## src/rtl/regfile_init_if.sv

```systemverilog
// Register-file bus between decode/write-back (master) and the register file (slave).
// Signals:
//   we/waddr/wdata       GPR writeback from write-back stage
//   re1/raddr1/rdata1    decode read port 1
//   re2/raddr2/rdata2    decode read port 2
//   hilo_we/hi_i/lo_i    HI/LO pair write
//   hi_o/lo_o            HI/LO read data
//   init_busy            stall request while the GPR array is being cleared
interface regfile_init_if #(
  parameter int unsigned DW = 32
);
  logic          we;
  logic [4:0]    waddr;
  logic [DW-1:0] wdata;
  logic          re1;
  logic [4:0]    raddr1;
  logic [DW-1:0] rdata1;
  logic          re2;
  logic [4:0]    raddr2;
  logic [DW-1:0] rdata2;
  logic          hilo_we;
  logic [DW-1:0] hi_i;
  logic [DW-1:0] lo_i;
  logic [DW-1:0] hi_o;
  logic [DW-1:0] lo_o;
  logic          init_busy;

  modport master (
    output we, waddr, wdata, re1, raddr1, re2, raddr2, hilo_we, hi_i, lo_i,
    input  rdata1, rdata2, hi_o, lo_o, init_busy
  );

  modport slave (
    input  we, waddr, wdata, re1, raddr1, re2, raddr2, hilo_we, hi_i, lo_i,
    output rdata1, rdata2, hi_o, lo_o, init_busy
  );
endinterface

```

## src/rtl/regfile_init.sv

```systemverilog
// 32x32 GPR file plus HI/LO pair with a post-reset clear sequencer.
// Ports:
//   clk  rising-edge clock
//   rst  synchronous active-high reset
//   bus  regfile_init_if slave: two combinational read ports with write-first
//        bypass, one writeback port, HI/LO write/read, init_busy stall request.
// The GPR array has no reset; after rst it is zeroed one entry per cycle
// (entries 1..31, entry 0 is never read) while init_busy is held high.
module regfile_init #(
  parameter int unsigned NREGS = 32,
  parameter int unsigned DW    = 32
) (
  input  logic           clk,
  input  logic           rst,
  regfile_init_if.slave  bus
);
  localparam int unsigned AW = 5;

  typedef enum logic [0:0] {StInit, StRun} state_e;

  state_e          state_q, state_d;
  logic [AW-1:0]   clr_ptr_q, clr_ptr_d;
  logic [DW-1:0]   hi_q, lo_q;
  logic [DW-1:0]   mem [NREGS];
  logic            busy;
  logic            gpr_we;

  assign busy   = rst | (state_q == StInit);
  assign gpr_we = ~busy & bus.we & (bus.waddr != '0);

  // State register and clear pointer
  always_ff @(posedge clk) begin
    if (rst) begin
      state_q   <= StInit;
      clr_ptr_q <= AW'(1);
    end else begin
      state_q   <= state_d;
      clr_ptr_q <= clr_ptr_d;
    end
  end

  always_comb begin
    state_d   = state_q;
    clr_ptr_d = clr_ptr_q;
    unique case (state_q)
      StInit: begin
        clr_ptr_d = clr_ptr_q + AW'(1);
        if (clr_ptr_q == AW'(NREGS - 1)) state_d = StRun;
      end
      StRun:   state_d = StRun;
      default: state_d = StInit;
    endcase
  end

  // Single write port: the clear sequencer owns it during INIT, writeback in RUN.
  always_ff @(posedge clk) begin
    if (!rst) begin
      if (state_q == StInit) begin
        mem[clr_ptr_q] <= '0;
      end else if (gpr_we) begin
        mem[bus.waddr] <= bus.wdata;
      end
    end
  end

  always_ff @(posedge clk) begin
    if (rst) begin
      hi_q <= '0;
      lo_q <= '0;
    end else if (!busy && bus.hilo_we) begin
      hi_q <= bus.hi_i;
      lo_q <= bus.lo_i;
    end
  end

  function automatic logic [DW-1:0] rd_port(input logic          busy_f,
                                            input logic          re,
                                            input logic [AW-1:0] ra,
                                            input logic          we,
                                            input logic [AW-1:0] wa,
                                            input logic [DW-1:0] wd,
                                            input logic [DW-1:0] arr);
    if (busy_f || !re || ra == '0) return '0;
    else if (we && wa == ra)       return wd;
    else                           return arr;
  endfunction

  always_comb begin
    bus.rdata1 = rd_port(busy, bus.re1, bus.raddr1, bus.we, bus.waddr, bus.wdata,
                         mem[bus.raddr1]);
    bus.rdata2 = rd_port(busy, bus.re2, bus.raddr2, bus.we, bus.waddr, bus.wdata,
                         mem[bus.raddr2]);
    bus.hi_o   = '0;
    bus.lo_o   = '0;
    if (!busy) begin
      bus.hi_o = bus.hilo_we ? bus.hi_i : hi_q;
      bus.lo_o = bus.hilo_we ? bus.lo_i : lo_q;
    end
  end

  assign bus.init_busy = busy;
endmodule

```

## src/flat_wrapper.sv

```systemverilog
// flat-port wrapper written by rule: the top's interface ports become plain ports
module regfile_init_flat 
#(
  parameter int unsigned NREGS = 32,
  parameter int unsigned DW    = 32
)
  (clk, rst, bus_we, bus_waddr, bus_wdata, bus_re1, bus_raddr1, bus_re2, bus_raddr2, bus_hilo_we, bus_hi_i, bus_lo_i, bus_rdata1, bus_rdata2, bus_hi_o, bus_lo_o, bus_init_busy);
  regfile_init_if #(.DW(DW)) bus_i ();
  input  logic clk;
  input  logic rst;
  input wire logic [$bits(bus_i.we)-1:0] bus_we;
  input wire logic [$bits(bus_i.waddr)-1:0] bus_waddr;
  input wire logic [$bits(bus_i.wdata)-1:0] bus_wdata;
  input wire logic [$bits(bus_i.re1)-1:0] bus_re1;
  input wire logic [$bits(bus_i.raddr1)-1:0] bus_raddr1;
  input wire logic [$bits(bus_i.re2)-1:0] bus_re2;
  input wire logic [$bits(bus_i.raddr2)-1:0] bus_raddr2;
  input wire logic [$bits(bus_i.hilo_we)-1:0] bus_hilo_we;
  input wire logic [$bits(bus_i.hi_i)-1:0] bus_hi_i;
  input wire logic [$bits(bus_i.lo_i)-1:0] bus_lo_i;
  output wire logic [$bits(bus_i.rdata1)-1:0] bus_rdata1;
  output wire logic [$bits(bus_i.rdata2)-1:0] bus_rdata2;
  output wire logic [$bits(bus_i.hi_o)-1:0] bus_hi_o;
  output wire logic [$bits(bus_i.lo_o)-1:0] bus_lo_o;
  output wire logic [$bits(bus_i.init_busy)-1:0] bus_init_busy;
  assign bus_i.we = bus_we;
  assign bus_i.waddr = bus_waddr;
  assign bus_i.wdata = bus_wdata;
  assign bus_i.re1 = bus_re1;
  assign bus_i.raddr1 = bus_raddr1;
  assign bus_i.re2 = bus_re2;
  assign bus_i.raddr2 = bus_raddr2;
  assign bus_i.hilo_we = bus_hilo_we;
  assign bus_i.hi_i = bus_hi_i;
  assign bus_i.lo_i = bus_lo_i;
  assign bus_rdata1 = bus_i.rdata1;
  assign bus_rdata2 = bus_i.rdata2;
  assign bus_hi_o = bus_i.hi_o;
  assign bus_lo_o = bus_i.lo_o;
  assign bus_init_busy = bus_i.init_busy;
  regfile_init #(.NREGS(NREGS), .DW(DW)) u_core (.clk(clk), .rst(rst), .bus(bus_i));
endmodule
```

## config.mk

```make
export PLATFORM = sky130hd
export DESIGN_NAME = regfile_init_flat
export DESIGN_NICKNAME = d
export VERILOG_FILES = /design/src/rtl/regfile_init_if.sv /design/src/rtl/regfile_init.sv /design/src/flat_wrapper.sv
export SDC_FILE = /design/constraint.sdc
export NUM_CORES = 1
export LEC_CHECK = 0
export CAP_MARGIN = 5
export CORE_MARGIN = 1
export CORE_UTILIZATION = 60
export DETAILED_ROUTE_END_ITERATION = 12
export GPL_TIMING_DRIVEN = 0
export HOLD_SLACK_MARGIN = 0.12
export PLACE_DENSITY_LB_ADDON = 0.3
export SYNTH_ARGS = -nofsm -noshare
export SYNTH_HDL_FRONTEND = slang
export SYNTH_SLANG_ARGS = --single-unit
```

## constraint.sdc

```tcl
create_clock -name clk -period 4.5 [get_ports clk]
set_clock_uncertainty 0.1 [all_clocks]
set_input_delay 0.675 -clock clk [delete_from_list [all_inputs] [get_ports clk]]
set_output_delay 0.675 -clock clk [all_outputs]
set_load 0.05 [all_outputs]
```

# Word-level counts from Yosys, hierarchy flattened
# Memories as Yosys holds them, arrays and structs flattened.
# Cells that the tools add are included.
# op_classes
n_bitwise	5
n_eq_ne	3
reduce_logical	14
mux	20
addsub	1
# ops
op	n
$mux W32	9
$reduce_or A32 Y1	1
$eq A5 B5 Y1	2
$logic_not A5 Y1	2
$mux W1	9
$add A5 B1 Y5 const B	1
$eq A5 B5 Y1 const B	1
$mux W5	1
$reduce_bool A5 Y1	1
$logic_or A1 B1 Y1	4
$logic_and A1 B1 Y1	3
$logic_not A1 Y1	3
$and A1 B1 Y1	2
$not A1 Y1	2
$pmux W1 S2	1
$or A1 B1 Y1	1
# totals
ram_bits	1024
mem_count	1
word_cells	48
reg_bits	70
# memory_table
memory	words	word_bits	read_ports	rd_clocked_by_memory_dff	write_ports	line	rtl
u_core.mem	32	32	2	0	1	regfile_init.sv:24	logic [DW-1:0] mem [NREGS];

# Logic depth before layout (Yosys ltp)
# Gate-level depths: netlist of the first run.
# logic_depth
ltp_word	11
ltp_mapped	9
depth_no_buf	5

# Worst setup path after synthesis of the first run
# Ideal clock, no wire load.
# synth_path
path_type	input -> register
from	in bus_waddr[1]
to	mem u_core.mem[18][0] (enable)
arrival_ns	3.389
stages	7
path_slack_ns	0.590
path_buffers	2
path_cell_list	buf_2 -> or4_4 -> o211a_4 -> buf_6 -> o21ai_2 -> nand2_1 -> nor2_1
# synth_via
elab_chain_len	8
word_cells_on_any_way	9
# synth_rtl
item	line	rtl
start, declared	flat_wrapper.sv:12	input wire logic [$bits(bus_i.waddr)-1:0] bus_waddr;
$reduce_bool A5 Y1	regfile_init.sv:29	assign gpr_we = ~busy & bus.we & (bus.waddr != '0);
$and A1 B1 Y1	regfile_init.sv:29	
$mux W1	regfile_init.sv:60	end else if (gpr_we) begin
$mux W1	regfile_init.sv:58	if (state_q == StInit) begin
$mux W1	regfile_init.sv:57	if (!rst) begin
$mux W1 (implied by the code)	regfile_init.sv:61	mem[bus.waddr] <= bus.wdata;
$reduce_or A32 Y1 (no line)	-	
$mux W5 (no line) / $mux W1 (equally long branches)	-	
end, declared	regfile_init.sv:24	
# Several ways; a longest one is shown, not always the timed one.

# Worst setup path after layout of the first run
# layout_path
from	in bus_raddr2[4]
to	out bus_rdata2[30]
# layout_via
elab_chain_len	4
word_cells_on_any_way	7
# layout_rtl
item	line	rtl
start, declared	flat_wrapper.sv:17	input wire logic [$bits(bus_i.raddr2)-1:0] bus_raddr2;
parallel branches: the longest is 3 deep, another holds $mem_v2 Z32 W32	-	
$mux W32 *	regfile_init.sv:83	if (busy_f || !re || ra == '0) return '0;
end, declared	flat_wrapper.sv:22	output wire logic [$bits(bus_i.rdata2)-1:0] bus_rdata2;
# Every way passes the cells marked *.

==> results of run 1 <==
-- cells in the final DEF, fill, tap and decap left out, types with 33 or more instances in the layout --
master	n
mux2_2	62
buf_2	91
nand3_1	39
a21oi_1	113
mux4_2	355
a22oi_1	94
nor2_4	34
buf_4	33
clkdlybuf4s50_1	169
and2_1	34
clkdlybuf4s15_2	38
mux2i_1	322
nor2_1	138
nand2_1	176
clkbuf_2	42
a221o_1	62
nor2b_1	37
clkbuf_16	113
edfxtp_1	1024
a221oi_1	97
o21bai_1	62
clkbuf_1	86
dfxtp_1	70
-- worst paths after layout --
check | from | endpoint | slack (ps) | cells past startpoint
max | bus_raddr2[4] | bus_rdata2[30] | -140 | 10
max reg2reg | u_core.state_q$_SDFF_PP0_ | u_core.mem[26][16]$_DFFE_PP_ | 660 | 6
min reg2reg | u_core.lo_q[3]$_SDFFE_PP0P_ | u_core.lo_q[3]$_SDFFE_PP0P_ | 360 | 2
min | u_core.lo_q[3]$_SDFFE_PP0P_ | u_core.lo_q[3]$_SDFFE_PP0P_ | 360 | 2
-- sequential cells by signal, summed over array words and instances (netlist names) --
signal / cells
u_core.mem: 1024
u_core.hi_q: 32
u_core.clr_ptr_q: 5
u_core.lo_q: 32
u_core.state_q: 1
-- critical path, stage by stage --
cell and delay [ps]:
clkdlybuf4s50_1 500, buf_4 280, and2_1 170, clkbuf_1 460, clkbuf_2 490, nand2_1 130, nand4_1 110, mux2i_1 100
nor3_2 460, clkdlybuf4s15_2 460
-- routing by layer --
layer | part of all wire (%) | vias up | GRT usage [%] | wire, um
li1 | - | 14000 | - | -
met3 | 16 | 918 | 14.5 | 28300
met2 | 46 | 3800 | 60.4 | 80300
met4 | 6.8 | 14 | 23.2 | 12000
met1 | 31 | 18300 | 47.9 | 55400
met5 | 0.20 | - | 0 | 356
-- cell type report --
type	count	area share, %
Inverter	4	0.0247
Timing Repair Buffer	267	5.05
Sequential cell	1094	52.9
Multi-Input combinational cell	1821	31.5
Clock buffer	131	4.76
Buffer	270	2.48
Tap cell	1144	2.35
Antenna cell	1	0.00411
Clock inverter	72	0.934
-- per-stage QoR --
stage | power (mW) | cell area, um^2
2_1_floorplan | 12.4 | 52200
3_3_place_gp | 13.0 | 55900
3_5_place_dp | 13.1 | 56900
4_1_cts | 21.8 | 60600
5_1_grt | 22.3 | 60800
6_report | 22.1 | 60800
-- power by group through the flow --
| stage | clock (mW) | combinational, mW | sequential [mW] |
|---|---|---|---|
| floorplan | 0 | 1.05 | 11.3 |
| global placement | 0 | 1.66 | 11.3 |
| detailed placement | 0 | 1.74 | 11.3 |
| CTS | 8.94 | 1.77 | 11.1 |
| global route | 9.32 | 1.89 | 11.1 |
| finish | 9.08 | 1.87 | 11.1 |
-- logic make-up after synthesis --
kind of cell / after synthesis / synth area share, %
flip-flops: 1094 / 61.6
buffers and inverters: 275 / 2.70
XOR/XNOR: 11 / 0.185
multiplexers: 740 / 22.9
adder cells (fa/ha/maj): 2 / 0.0480
AND/OR/NAND/NOR: 487 / 4.12
AO/OA/AOI/OAI: 581 / 8.45
-- timing repair --
item | in CTS | in global routing
resized for setup | 229 | 73
endpoints found under the setup margin | 64 | 60
pin swaps | 1 | 0
hold buffers | 0 | 0
cloned | 0 | 0
setup buffers | 0 | 0
==> metrics.md, run 1 <==
| Metric | Value |
|---|---|
| Most common cell in the netlist | edfxtp_1 |
| Dominant cell type by area after synthesis | edfxtp_1 |
| Routed WL | 176 mm |
| Root Driver | clkbuf_16 |
| First-pass GRT wire length | 248 mm |
| Min-Delay Path Class | reg2reg |
| Worst slew pin tran | 1420 ps |
| Largest net degree at the start of global routing | 33 |
| Register bit total from synthesis | 1,094 |
| Synth warnings | 0 |
| Worst-path clk slew | 60 ps |
| Post-DP HPWL | 120 mm |
| Gate power share | 8.5% |
| Core Area | 85,700 um^2 |
| Switching power | 5.25 mW |
| # DRC | 0 |
| Final cell count without fillers | 4,804 |
| Largest cells by area after synthesis | edfxtp_1 (59%), mux4_2 (15%), mux2i_1 (6.2%), dfxtp_1 (2.7%), a221oi_1 (2.1%) |
| Outcome | complete, but fails checks |
| CTS tree | yes |
| Vias | 37,000 |
| Setup TNS | -1310 ps |
| Mean area per synthesized cell | 16.4 um^2 |
| PortBufs | 235 |
| Die width | 297 um |
| Worst Slack Setup Final | -135 ps |
| Max clock buf depth | 3 |
| Chip Height | 297 um |
| RSZ-0062 raised after global routing | true |
| Die Footprint | 88,100 um^2 |
| DRT Pass-1 Iters | 7 |
| IO Pins | 246 |
| PwrDens | 363 nW/um^2 |
| Syn Std Cell Area | 52,200 um^2 |
| Sequential power share | 50.4% |
| Mapped Nets | 3,309 |
| Share of cells above drive strength 1 | 25.9% |
| Vias in the first global route | 36,700 |
| Top post-synthesis cells by count | edfxtp_1 (1,024), mux4_2 (355), mux2i_1 (322), nand2_1 (176), nor2_1 (170) |
| Congestion Overflow GR | 0 |
| Post-synth EDFFs | 1,024 |
| Fin. Hold Viols | 0 |
| Synth top area share | 58.9% |
| P&R area growth vs syn | 16.6% |
| Wire per inst | 36.7 um |
| DRT antenna net count | 0 |
| Critical Path AT | 3860 ps |
| Clk sink count | 1,094 |
| Routed vias/inst | 7.71 |
| Leakage | 19.1 nW |
| Register area | 32,200 um^2 |
| Yosys cell types | 54 |
| Worst endpoint required time | 3720 ps |
| Primary FF master, synth | edfxtp_1 |
| Setup-failing EPs final | 30 |
| FILL cells | 5,276 |
| Initial Utilization | 60.9% |
| Pint | 16.8 mW |
| Fin nets | 3,688 |
| Mapped Cells | 3,190 |
| Fmax | 216 MHz |
| Placed Instances | 4,601 |
| Sw frac | 23.8% |
| Final Core Density | 71.0% |
| Worst Path Max Fanout | 10 |
| Failing checks | negative setup slack |
| Multi-input gate area | 19,200 um^2 |
| Max-Cap Viols | 0 |
| Post-layout minimum cycle time | 4640 ps |
| Gpl congestion | 0.984 |
| FFs w/ async S/R, synth | 0% |
| Worst rel slew slack | 5.41% |
| Total global-route track usage | 39.3% |
| Initial antenna violation count | 6 |
| Clock H-tree levels | 3 |
| Register area share after synthesis | 61.6% |
| Rows | 107 |
| CP Class | in2out |
| Startpoint types | input pin |
| Final slew viol count | 0 |
| TritonCTS buffer count | 111 |
| Iter 0 DRT Violations | 6,011 |
| Final cycle utilization of the critical path | 103% |
| Pre-CTS setup slack | -1110 ps |
| Crit. End Element | output pin |
| Worst skew pair latency | 690 ps |
| Clock share of power | 41.1% |
| Max VDD drop | 328 uV |
| Fin Hold WS | 357 ps |
No activity file was read; power rests on OpenSTA's default activity.
==> inputs of run 2 (changes only) <==
- CORE_MARGIN: 1 -> 2
==> run 2 against run 1 <==
  * The run still ends with negative setup slack left
  * Non-clock buffer count rose by 1
  * Combinational power about the same
  * Sequential power barely moved
  * Global-route usage shrank 0.60 points
  * Final area grew 0.16%
  * Via count shrank 1.4%
  * Register-to-register slack improved by 80 ps
  * Critical path type unchanged
  * Highest routed layer unchanged
==> metrics.md, run 2 (synthesis results as in run 1) <==
| Metric | Value |
|---|---|
| Worst Path Max Fanout | 10 (unchanged) |
| RSZ-0062 raised after global routing | true |
| Die Footprint | 89,300 um^2 (+1.4%) |
| Routed WL | 175 mm (-0.66%) |
| P&R area growth vs syn | 16.8% |
| Placed Instances | 4,612 (+0.24%) |
| R2R cell count | 6 (unchanged) |
| Chip Height | 299 um (+0.67%) |
| First-pass GRT wire length | 247 mm (-0.29%) |
| Die width | 299 um (+0.67%) |
| Top reg by flops | u_core.mem |
| Max clock buf depth | 3 (unchanged) |
| Post-DP HPWL | 120 mm (+0.57%) |
| CP Cell Sequence | buf_6 -> buf_4 -> buf_4 -> nand2_1 -> clkbuf_1 -> o221ai_1 -> o21ai_0 -> a221o_1 -> clkdlybuf4s15_2 |
| Multi-input gate area | 19,000 um^2 (-0.70%) |
| Fin. Hold Viols | 0 (unchanged) |
| Worst slew pin tran | 1470 ps (+50.5 ps) |
| Iter 0 DRT Violations | 5,837 (-2.9%) |
| CP Class | in2out |
| IO Pins | 246 (unchanged) |
| Initial antenna violation count | 6 (unchanged) |
| Worst reg2reg path endpoint | u_core.mem[25][13]$_DFFE_PP_ |
| Fin nets | 3,687 (-0.027%) |
| Post-layout instance area | 60,900 um^2 (+0.16%) |
| Reg-to-Reg Start | u_core.state_q$_SDFF_PP0_ |
| Failing checks | negative setup slack |
| Pint | 17.0 mW (+1.2%) |
| DRT antenna net count | 0 (unchanged) |
| Final cell count without fillers | 4,817 (+0.27%) |
| Final slew viol count | 0 (unchanged) |
| Max VDD drop | 350 uV (+6.8%) |
| Critical-path top delay cell | clkbuf_1 |
| Most Frequent Cell on Critical Path | buf_4 |
| Largest net degree at the start of global routing | 33 (unchanged) |
| Worst Hold Path EP | u_core.hi_q[5]$_SDFFE_PP0P_ |
| FILL cells | 5,361 (+1.6%) |
| Pre-CTS setup slack | -1140 ps (-32.6 ps) |
| Rows | 108 (+0.93%) |
| Sw frac | 23.3% (-0.45 points) |
| Crit. End Element | output pin |
| Register area | 32,200 um^2 (unchanged) |
| Congestion Overflow GR | 0 (unchanged) |
| # DRC | 0 (unchanged) |
| Clk sink count | 1,094 (unchanged) |
| CTS tree | yes |
| Commonest non-fill, non-tap cell in the layout | edfxtp_1 |
| Worst endpoint required time | 3720 ps (about the same) |
| Total global-route track usage | 38.7% (-0.60 points) |
| Clock share of power | 41.6% (+0.5 points) |
| Share of cells above drive strength 1 | 25.6% (-0.31 points) |
| Core Area | 86,500 um^2 (+0.93%) |
| Worst Slack Setup Final | -112 ps (+23.6 ps) |
| Leakage | 19.1 nW (about the same) |
| Flop2flop setup slack | 740 ps (+80 ps) |
| Setup TNS | -850 ps (+459 ps) |
| Wire per inst | 36.4 um (-0.93%) |
| Switching power | 5.18 mW (-1.3%) |
| Vias | 36,500 (-1.4%) |
| Max-Cap Viols | 0 (unchanged) |
| Clock H-tree levels | 3 (unchanged) |
| DRT Pass-1 Iters | 8 (+1) |
| Worst-path clk slew | 60 ps (about the same) |
| Initial Utilization | 60.3% (-0.56 points) |
| Sequential power share | 50.1% (-0.3 points) |
| Final Core Density | 70.4% (-0.54 points) |
| PwrDens | 365 nW/um^2 (+0.49%) |
| Root Driver | clkbuf_16 |
| Routed vias/inst | 7.58 (-1.7%) |
| Vias in the first global route | 36,600 (-0.23%) |
| Worst rel slew slack | 2.05% (-3.4 points) |
| Final cycle utilization of the critical path | 102% (-0.52 points) |
| Startpoint types | input pin |
| Gate power share | 8.3% (-0.2 points) |
| Most frequent cells in the layout | edfxtp_1 (1,024), mux4_2 (355), mux2i_1 (322), nand2_1 (176), clkdlybuf4s50_1 (170) |
| Post-layout minimum cycle time | 4610 ps (-23.6 ps) |
| Worst Hold Depth | 2 (unchanged) |
| Hold Path Origin | u_core.hi_q[5]$_SDFFE_PP0P_ |
| Outcome | complete, but fails checks |
| Worst skew pair latency | 710 ps (+20 ps) |
| Power Total | 22.2 mW (+0.65%) |
| Fin Hold WS | 353 ps (-3.83 ps) |
| Max FFs per register | 1,024 (unchanged) |
| Slowest stage delay, CP | 830 ps (+330 ps) |
| Post-CTS Setup Repair Bufs | 0 (unchanged) |
| Fmax | 217 MHz (+0.51%) |
| Min-Delay Path Class | reg2reg |
| Critical Path AT | 3840 ps (-20 ps) |
| Gpl congestion | 0.980 (-0.41%) |
| Setup-failing EPs final | 22 (-27%) |
| TritonCTS buffer count | 109 (-1.8%) |
| Largest registers | u_core.mem x1024, u_core.hi_q x32, u_core.lo_q x32 |
| DP Area | 57,000 um^2 (+0.13%) |
| PortBufs | 235 (unchanged) |
## run 2: cell types whose count changed in the layout (fill, tap and decap cells not counted), moves of 4 or more
| cell | before | now |
|---|---|---|
| a21oi_1 | 113 | 109 |
| a21oi_2 | 10 | 15 |
| a221oi_1 | 97 | 116 |
| a221oi_2 | 29 | 10 |
| buf_12 | 20 | 12 |
| buf_16 | 12 | 20 |
| clkbuf_1 | 86 | 81 |
| clkinv_1 | 25 | 20 |
## run 2: power by group through the flow
stage	logic, mW	registers, mW	clock network, mW
final	1.84	11.1	9.25
after global routing	1.88	11.1	9.57
after CTS	1.76	11.1	9.17
after detailed placement	1.73	11.3	0
after global placement	1.66	11.3	0
after floorplan	1.05	11.3	0
## run 2: how the worst max path moves through the flow
stage	endpoint	slack [ps]	depth (start not counted)	start
after global placement	u_core.mem[3][8]$_DFFE_PP_	-1680	7	rst
after detailed placement	bus_rdata2[12]	-1140	9	bus_raddr2[1]
after global routing	bus_rdata2[20]	-2	10	bus_raddr2[1]
after CTS	bus_rdata1[9]	-8	8	bus_raddr1[3]
final	bus_rdata2[31]	-110	9	bus_raddr2[0]
after floorplan	u_core.mem[18][0]$_DFFE_PP_	590	7	bus_waddr[1]
## run 2: final cells by class
class	count	area share, %
Antenna cell	2	0.00821
Multi-Input combinational cell	1821	31.3
Clock inverter	71	1.07
Sequential cell	1094	52.8
Clock buffer	132	4.80
Buffer	270	2.48
Timing Repair Buffer	268	5.21
Tap cell	1155	2.37
Inverter	4	0.0288
## run 2: critical path: cells and delay by family
kind                   cells  cell delay, ps
buffers and inverters      5            1870
AOI/OAI and AO/OA          3            1000
and+or+nand+nor            1             270
## run 2: routing by layer
metal	GRT usage (%)	wire (um)	share of wire (%)
met1	47.1	55700	32
met2	59.3	79900	46
met3	14.3	27300	16
met4	23.7	12200	7.0
met5	0	55	0.031
## run 2: what timing repair did
item	CTS	global route
hold buffers	0	0
endpoints found under the setup margin	64	64
pin swaps	0	1
gates resized for setup	227	52
